===== config.mk =====
export PLATFORM = sky130hd
export DESIGN_NAME = irq_ctrl
export DESIGN_NICKNAME = d
export VERILOG_FILES = /design/src/rtl/irq_ctrl_pkg.sv /design/src/rtl/irq_src.sv /design/src/rtl/irq_ctrl.sv
export SDC_FILE = /design/constraint.sdc
export NUM_CORES = 1
export LEC_CHECK = 0
export ABC_AREA = 0
export BUFFER_PORTS_ARGS = -buffer_cell sky130_fd_sc_hd__buf_2
export CORE_MARGIN = 10
export CORE_UTILIZATION = 35
export CTS_CLUSTER_DIAMETER = 50
export DETAILED_ROUTE_END_ITERATION = 6
export PLACE_DENSITY = 0.59
export SYNTH_ARGS = -nofsm -noshare
export SYNTH_HDL_FRONTEND = slang
export SYNTH_SLANG_ARGS = --single-unit

===== constraint.sdc =====
create_clock -name clk -period 3.35 [get_ports clk]
set_clock_uncertainty 0.2 [all_clocks]
set_input_delay 1.005 -clock clk [delete_from_list [all_inputs] [get_ports clk]]
set_output_delay 1.005 -clock clk [all_outputs]
set_load 0.01 [all_outputs]

===== src/rtl/irq_ctrl_pkg.sv =====
// ============================================================================
// Module      : irq_ctrl_pkg
// Description : Shared constants and state encoding for the interrupt controller
// Revision    : 1.0 - initial release
// ============================================================================
`default_nettype none

package irq_ctrl_pkg;

    localparam logic [1:0] IRQ_IER   = 2'd0;
    localparam logic [1:0] IRQ_MODE  = 2'd1;
    localparam logic [1:0] IRQ_PEND  = 2'd2;
    localparam logic [1:0] IRQ_CLAIM = 2'd3;

    localparam int GE_BIT   = 31;
    localparam int BUSY_BIT = 31;

    typedef enum logic [1:0] {
        ST_IDLE  = 2'd0,
        ST_GRANT = 2'd1,
        ST_COOL  = 2'd2
    } state_t;

endpackage

`default_nettype wire


===== src/rtl/irq_src.sv =====
// ============================================================================
// Module      : irq_src
// Description : Per-source input synchroniser, edge detector and sticky pend bit
// Revision    : 1.0 - initial release
// ============================================================================
`default_nettype none

module irq_src
    import irq_ctrl_pkg::*;
(
    input  logic clk,
    input  logic reset,
    input  logic irq,
    input  logic mode,
    input  logic clr,
    output logic pend
);

    logic src_q;
    logic src_q2;
    logic sticky;
    logic rise;

    assign rise = src_q & ~src_q2;

    // A new edge in the same cycle as a clear keeps the bit set.
    always_ff @(posedge clk or negedge reset) begin
        if (!reset) begin
            src_q  <= 1'b0;
            src_q2 <= 1'b0;
            sticky <= 1'b0;
        end else begin
            src_q  <= irq;
            src_q2 <= src_q;
            if (mode && rise)
                sticky <= 1'b1;
            else if (clr)
                sticky <= 1'b0;
        end
    end

    assign pend = sticky | (~mode & src_q);

endmodule

`default_nettype wire


===== src/rtl/irq_ctrl.sv =====
// ============================================================================
// Module      : irq_ctrl
// Description : Fixed-priority programmable interrupt controller, Bridge slave
// Revision    : 1.0 - initial release
// ============================================================================
`default_nettype none

module irq_ctrl
    import irq_ctrl_pkg::*;
#(
    parameter int N_SRC    = 6,
    parameter int ID_W     = 3,
    parameter int COOLDOWN = 1
) (
    input  logic             clk,
    input  logic             reset,
    input  logic [N_SRC-1:0] irq_in,
    input  logic [3:0]       Addr_In,
    input  logic             WE,
    input  logic [31:0]      Data_In,
    output logic [31:0]      Data_Out,
    output logic [N_SRC-1:0] irq_out
);

    localparam logic [2:0] COOL_LOAD = 3'(COOLDOWN - 1);

    state_t           state;
    state_t           state_nx;
    logic [N_SRC-1:0] mask;
    logic             ge;
    logic [N_SRC-1:0] mode;
    logic [N_SRC-1:0] pend;
    logic [N_SRC-1:0] pend_clr;
    logic [N_SRC-1:0] eligible;
    logic [ID_W-1:0]  cur_id;
    logic [ID_W-1:0]  first_id;
    logic             found;
    logic [2:0]       cool_cnt;
    logic [N_SRC-1:0] irq_q;
    logic [1:0]       reg_idx;
    logic             eoi;
    logic             unused_bits;

    assign reg_idx     = Addr_In[3:2];
    assign unused_bits = ^{Addr_In[1:0], Data_In[30:N_SRC]};

    assign eoi = WE && (reg_idx == IRQ_CLAIM) && (state == ST_GRANT)
              && (Data_In[ID_W-1:0] == cur_id);

    always_ff @(posedge clk or negedge reset) begin
        if (!reset) begin
            mask <= '0;
            ge   <= 1'b0;
            mode <= '0;
        end else if (WE) begin
            if (reg_idx == IRQ_IER) begin
                mask <= Data_In[N_SRC-1:0];
                ge   <= Data_In[GE_BIT];
            end
            if (reg_idx == IRQ_MODE)
                mode <= Data_In[N_SRC-1:0];
        end
    end

    for (genvar i = 0; i < N_SRC; i++) begin : g_src
        assign pend_clr[i] = (WE && (reg_idx == IRQ_PEND) && Data_In[i])
                           || (eoi && (cur_id == ID_W'(i)));

        irq_src u_src (
            .clk   (clk),
            .reset (reset),
            .irq   (irq_in[i]),
            .mode  (mode[i]),
            .clr   (pend_clr[i]),
            .pend  (pend[i])
        );
    end

    assign eligible = pend & mask & {N_SRC{ge}};

    // Lowest index wins: scan downwards so the last hit is the smallest.
    always_comb begin
        found    = 1'b0;
        first_id = '0;
        for (int i = N_SRC - 1; i >= 0; i--) begin
            if (eligible[i]) begin
                found    = 1'b1;
                first_id = ID_W'(i);
            end
        end
    end

    always_comb begin
        state_nx = state;
        case (state)
            ST_IDLE:  if (found) state_nx = ST_GRANT;
            ST_GRANT: begin
                if (eoi)
                    state_nx = ST_COOL;
                else if (!mask[cur_id] || !ge)
                    state_nx = ST_IDLE;
            end
            ST_COOL:  if (cool_cnt == 3'd0) state_nx = ST_IDLE;
            default:  state_nx = ST_IDLE;
        endcase
    end

    // irq_out is asserted only once GRANT has been held for a full cycle.
    always_ff @(posedge clk or negedge reset) begin
        if (!reset) begin
            state    <= ST_IDLE;
            cur_id   <= '0;
            cool_cnt <= 3'd0;
            irq_q    <= '0;
        end else begin
            state <= state_nx;
            if (state == ST_IDLE && found)
                cur_id <= first_id;
            if (state == ST_GRANT && eoi)
                cool_cnt <= COOL_LOAD;
            else if (state == ST_COOL && cool_cnt != 3'd0)
                cool_cnt <= cool_cnt - 3'd1;
            if (state == ST_GRANT && state_nx == ST_GRANT)
                irq_q <= N_SRC'(1) << cur_id;
            else
                irq_q <= '0;
        end
    end

    assign irq_out = irq_q;

    always_comb begin
        Data_Out = '0;
        case (reg_idx)
            IRQ_IER: begin
                Data_Out[N_SRC-1:0] = mask;
                Data_Out[GE_BIT]    = ge;
            end
            IRQ_MODE:  Data_Out[N_SRC-1:0] = mode;
            IRQ_PEND:  Data_Out[N_SRC-1:0] = pend;
            IRQ_CLAIM: begin
                Data_Out[ID_W-1:0] = cur_id;
                Data_Out[BUSY_BIT] = (state == ST_GRANT);
            end
            default:   Data_Out = '0;
        endcase
    end

endmodule

`default_nettype wire

==> results of run 1 <==
-- worst min path at each step --
stage | startpoint | end | slack [ns] | depth (start not counted)
after global routing | g_src[1].u_src.src_q$_DFF_PN0_ | g_src[1].u_src.src_q2$_DFF_PN0_ | 0.21 | 0
final | g_src[2].u_src.src_q$_DFF_PN0_ | g_src[2].u_src.src_q2$_DFF_PN0_ | 0.21 | 0
after global placement | g_src[1].u_src.src_q$_DFF_PN0_ | g_src[1].u_src.src_q2$_DFF_PN0_ | 0.18 | 0
after floorplan | g_src[0].u_src.src_q$_DFF_PN0_ | g_src[0].u_src.src_q2$_DFF_PN0_ | 0.17 | 0
after detailed placement | g_src[1].u_src.src_q$_DFF_PN0_ | g_src[1].u_src.src_q2$_DFF_PN0_ | 0.19 | 0
after CTS | g_src[1].u_src.src_q$_DFF_PN0_ | g_src[1].u_src.src_q2$_DFF_PN0_ | 0.21 | 0
-- cell usage in the layout, fill, tap and decap left out, drive strengths merged, types with 2 or more instances in the layout --
master,instances
nor3,2
nor2b,7
buf,37
mux2,16
and2,5
nand3,2
dfrtp,45
nand4,2
a21oi,5
clkbuf,7
xnor2,4
nor2,5
ha,8
o21ai,15
o211a,5
inv,7
a22oi,8
conb,25
nor4,2
o211ai,8
o311ai,3
nand2,21
-- metrics by stage --
step                cells  area, sq um
finish                331         2626
global route          331         2626
CTS                   331         2614
detailed placement    324         2527
global placement      324         2527
floorplan             242         2452
-- final cells by class --
cell class | instances | area, sq um
fillers | 644 | 3832
flip-flops and latches | 45 | 1126
well taps | 77 | 96.34
inverters | 7 | 26.28
multi-input cells | 158 | 1089
repair buffers | 37 | 202.7
clock buffers | 7 | 86.33
-- repair_timing --
item,4_1_cts,5_1_grt
hold buffers,0,0
resized for setup,0,4
setup buffers,0,0
endpoints found under the setup margin,0,4
-- worst max-delay path, stage by stage --
cell     delay, ns
buf_2         0.12
inv_1         0.06
ha_2          0.21
a22oi_2       0.18
nand2_1       0.08
mux2_2        0.26
buf_2         0.14
-- flip-flops by register name, summed over array words and instances (netlist names) --
name	cells
g_src.u_src.src_q	6
g_src.u_src.src_q2	6
g_src.u_src.sticky	6
irq_out	6
mask	6
mode	6
cool_cnt	3
cur_id	3
state	2
ge	1
-- kinds of logic (layout without fill, tap and decap cells) --
group | after synthesis | in the layout | synth area share [%]
simple gates | 52 | 52 | 11.65
compound gates | 51 | 51 | 15.20
flops | 45 | 45 | 47.67
buf+inv | 39 | 51 | 10.59
mux | 18 | 18 | 9.004
fa+ha+maj | 8 | 8 | 4.237
xor+xnor | 4 | 4 | 1.483
other cells | 1 | 25 | 0.1587
-- routing by layer --
metal,wire length [um],vias up,track usage [%]
met3,425,8,2.767
met5,0,-,0
li1,-,794,-
met4,87,0,4.230
met2,2452,69,16.20
met1,2487,827,13.90
-- power groups by stage --
| stage | logic [uW] | clock network [uW] | registers (uW) |
|---|---|---|---|
| floorplan | 371 | 0 | 693 |
| global placement | 474 | 0 | 721 |
| detailed placement | 478 | 0 | 721 |
| CTS | 480 | 347 | 712 |
| global route | 537 | 365 | 726 |
| finish | 479 | 335 | 716 |
==> impl_metrics.toml, run 1 <==
[run_status]
status = "completed"

[power]
p_clk_share_pct = 21.9
p_int_uw = 1002
comb_power_share_pct = 31.3
total_power_uw = 1530
p_leak_uw = 0.001226
powerDensity_nw_per_um2 = 582.6
ir_drop_uv = 261.5
p_sw_share_pct = 34.50
pwr-share-seq_pct = 46.8
p_sw_uw = 527.9

[clocking]
clk_pin_slew_worst_paths_ns = 0.07
clkLatencyLatePin_ns = 0.30
cts-root-buf = "clkbuf_8"
cts_tree = "done"
cts_buffer_depth = 2
cts_made_buffers = 5
cts_max_level = 2
cts_sinks = 45

[critical_path]
worstPathArrival_ns = 2.06
worstSetupStartpointType = "input port"
rrSetupSlack_ns = 1.46
cp-end-kind = "output pin"
required_ns = 2.14
r2r-end = "g_src[4].u_src.sticky$_DFFE_PN0P_"
r2r_cells = 6
cp_max_fo = 5
cp-startpoint = "Addr_In[3]"
worstSetupPathType = "in -> out"
endpoint = "Data_Out[1]"
r2r-start = "cur_id[0]$_DFFE_PN0P_"

[floorplanning]
core_area_sq_um = 6459
rows = 29
io_pins = 83
die_w_um = 102.2
die_h_um = 102.2
start_util_pct = 36.57
die_area_sq_um = 10440

[yosys]
ys_async_sr_fraction_pct = 100.0
ys_seq_area_share_pct = 47.67
synthFlopType = "dfrtp_1"
synth_common_cells = "45 x dfrtp_1, 25 x buf_4, 21 x nand2_1"
syn_area_per_cell_sq_um = 10.84
synth_area_sq_um = 2362
synth_area_leaders = "dfrtp_1 48%, buf_4 7.9%, mux2_2 7.6%"
yosysWarnings = 0
ys_seq_elements = 45
synth_cell_type_count = 43
yosysTopAreaCell = "dfrtp_1"
synthCells = 218
post-synth-top-count-cell = "dfrtp_1"
synth_top_area_share_pct = 47.67
synth-edff-count = 0

[global_routing]
grt-ovfl-total = 0
antenna_found_initial = 0
grt_max_degree = 25
grt_pass1_wl_um = 8707
grt_pass1_vias = 1734
grt_use_total_pct = 10.58

[sta]
setup_viol = 0
fmax_ghz = 0.3061
tns_ns = 0
finalMaxSlewViolations = 0
worst_slack_ns = 0.08334
hold_violations = 0
finalCritPeriodShare_pct = 97.51
hold-worst-slack_ns = 0.2051
rsz0062_at_grt = "false"
finalCriticalPeriod_ns = 3.267

[placement]
place_ws_ns = 0.008602
place.detailed.hpwl_um = 4207
numPortBuffers = 30
gp_congestion = 0.8807

[route]
vias = 1698
firstDrtPassIters = 4
wl_per_cell_um = 16.47
viasPerCell = 5.130
routed_wirelength_um = 5452
drt_iter0_drc = 194
ant_nets = 0
drc = 0

[finish]
nets = 307
antenna_cells = 0
final_util_pct = 40.66
areaGrowthSynthToFinish_pct = 11.18
drive_gt1_share_pct = 26.38

[flow_run]
maxCapViolCount = 0

[worst_hold_path]
hp-class = "reg -> reg"
Note: power is estimated with default switching activity, not from simulation.
==> run 2, diff against run 1 <==
CORE_MARGIN = 8   (was 10)
==> run 2 against run 1 <==
Against the previous run: register-to-register slack worse by 0.03 ns; via count down 1.8%; sequential share of layout area grew 0.082 points; global-route usage increased by 1.0 points; count of clock-buffer cells in the layout grew 1; combinational power is 2% higher; hold slack worse by 0.0012 ns; sequential cell count stayed put; critical endpoint is now Data_Out[2]; largest cell class unchanged.
==> impl_metrics.toml, run 2 (synthesized netlist as in run 1, its figures left out) <==
[sta]
fmax_ghz = 0.3043
setup_viol = 0
finalCritPeriodShare_pct = 98.09
worst_slack_ns = 0.06386
hold_violations = 0
tns_ns = 0
finalMaxSlewViolations = 0
rsz0062_at_grt = "false"
tightestPinTransition_ns = 0.5536
finalCriticalPeriod_ns = 3.286
maxSlewHeadroom_pct = 63.09

[critical_path]
worstPathArrival_ns = 2.08
slowest_stage = "mux2_2"
cpMostUsedCell = "buf_2"
cpPeakStageDelay_ns = 0.27
cp_max_fo = 5
cp-end-kind = "output pin"
worstSetupStartpointType = "input port"
required_ns = 2.14
worstSetupPathType = "in -> out"
path_cells = "buf_2, inv_1, ha_2, a22oi_1, nand2_1, mux2_2, buf_2"
r2r_cells = 6

[placement]
numPortBuffers = 30
place.detailed.hpwl_um = 3943
gp_congestion = 0.8828
place_ws_ns = 0.01357

[floorplanning]
core_area_sq_um = 6644
io_pins = 83
die_w_um = 98.16
die_h_um = 98.16
start_util_pct = 35.56
rows = 30
die_area_sq_um = 9634

[route]
wl_per_cell_um = 15.63
ant_nets = 0
drc = 0
routed_wirelength_um = 5235
vias = 1667
drt_iter0_drc = 145
firstDrtPassIters = 5
viasPerCell = 4.976

[clocking]
clkLatencyLatePin_ns = 0.29
cts_made_buffers = 5
clk_pin_slew_worst_paths_ns = 0.07
cts-root-buf = "clkbuf_8"
post_cts_resize_count = 0
postCtsSetupRepairBufs = 0
cts_sinks = 45
cts_max_level = 2
ctsHoldBuffers = 0
cts_tree = "done"
cts_buffer_depth = 2

[global_routing]
grt_max_degree = 46
antenna_found_initial = 0
grt_pass1_vias = 1810
grt_pass1_wl_um = 9114
grt-ovfl-total = 0
grt_use_total_pct = 11.61

[finish]
multi_input_area_sq_um = 1086
nets = 307
fill_cells = 674
areaGrowthSynthToFinish_pct = 10.96
antenna_cells = 0
most-common-layout-cells = "45 x dfrtp_1, 30 x buf_2, 25 x conb_1"
final_common_cell = "dfrtp_1"
regArea_sq_um = 1126
drive_gt1_share_pct = 25.49

[worst_hold_path]
hp-class = "reg -> reg"
holdPathStages = 0

[run_status]
status = "completed"

[power]
p_leak_uw = 0.001223
ir_drop_uv = 300.2
powerDensity_nw_per_um2 = 576.0

[flow_run]
maxCapViolCount = 0
[run 2: stage by stage]
stage                     hold WS [ns]  utilization, %  instance area, sq um  cells  power, uW
after global placement          0.1847           38.10                  2531    327       1190
after global routing            0.2193           39.45                  2621    335       1614
after CTS                       0.2069           39.30                  2611    335       1515
after floorplan                 0.1668               -                  2452    242       1064
final                           0.2039           39.45                  2621    335       1510
after detailed placement        0.1883           38.10                  2531    327       1196
[run 2: layout make-up]
| class | count | share of cell area, % |
|---|---|---|
| flip-flops and latches | 45 | 42.96 |
| multi-input cells | 158 | 41.43 |
| repair buffers | 37 | 7.733 |
| well taps | 80 | 3.819 |
| clock buffers | 8 | 3.055 |
| inverters | 7 | 1.002 |
[run 2: worst max-delay path, delay by kind of cell]
kind | cells | cell delay [ns]
buffers and inverters | 3 | 0.32
multiplexers | 1 | 0.27
adder cells (fa/ha/maj) | 1 | 0.22
AO/OA/AOI/OAI | 1 | 0.20
AND/OR/NAND/NOR | 1 | 0.07
[run 2: layer usage]
metal / global-route usage [%] / wire length [um]
met1: 14.84 / 2385
met2: 17.60 / 2464
met3: 4.481 / 345
met4: 3.660 / 40
met5: 0 / 0
[run 2: final timing paths]
kind	endpoint	slack, ns	start
worst max-delay path	Data_Out[2]	0.06	Addr_In[3]
worst min-delay path	g_src[5].u_src.src_q2$_DFF_PN0_	0.20	g_src[5].u_src.src_q$_DFF_PN0_
worst max register to register	g_src[4].u_src.sticky$_DFFE_PN0P_	1.43	cur_id[0]$_DFFE_PN0P_
worst min register to register	g_src[5].u_src.src_q2$_DFF_PN0_	0.20	g_src[5].u_src.src_q$_DFF_PN0_
max in group asynchronous	g_src[2].u_src.src_q$_DFF_PN0_	1.99	reset
min in group asynchronous	g_src[3].u_src.src_q$_DFF_PN0_	0.58	reset
[run 2: power breakdown]
part | switching (uW) | total (uW) | internal [uW] | leakage [uW]
sequential | 80.1 | 708 | 628 | 0.000546
combinational | 276 | 487 | 211 | 0.000638
clock | 167 | 315 | 148 | 0.0000395
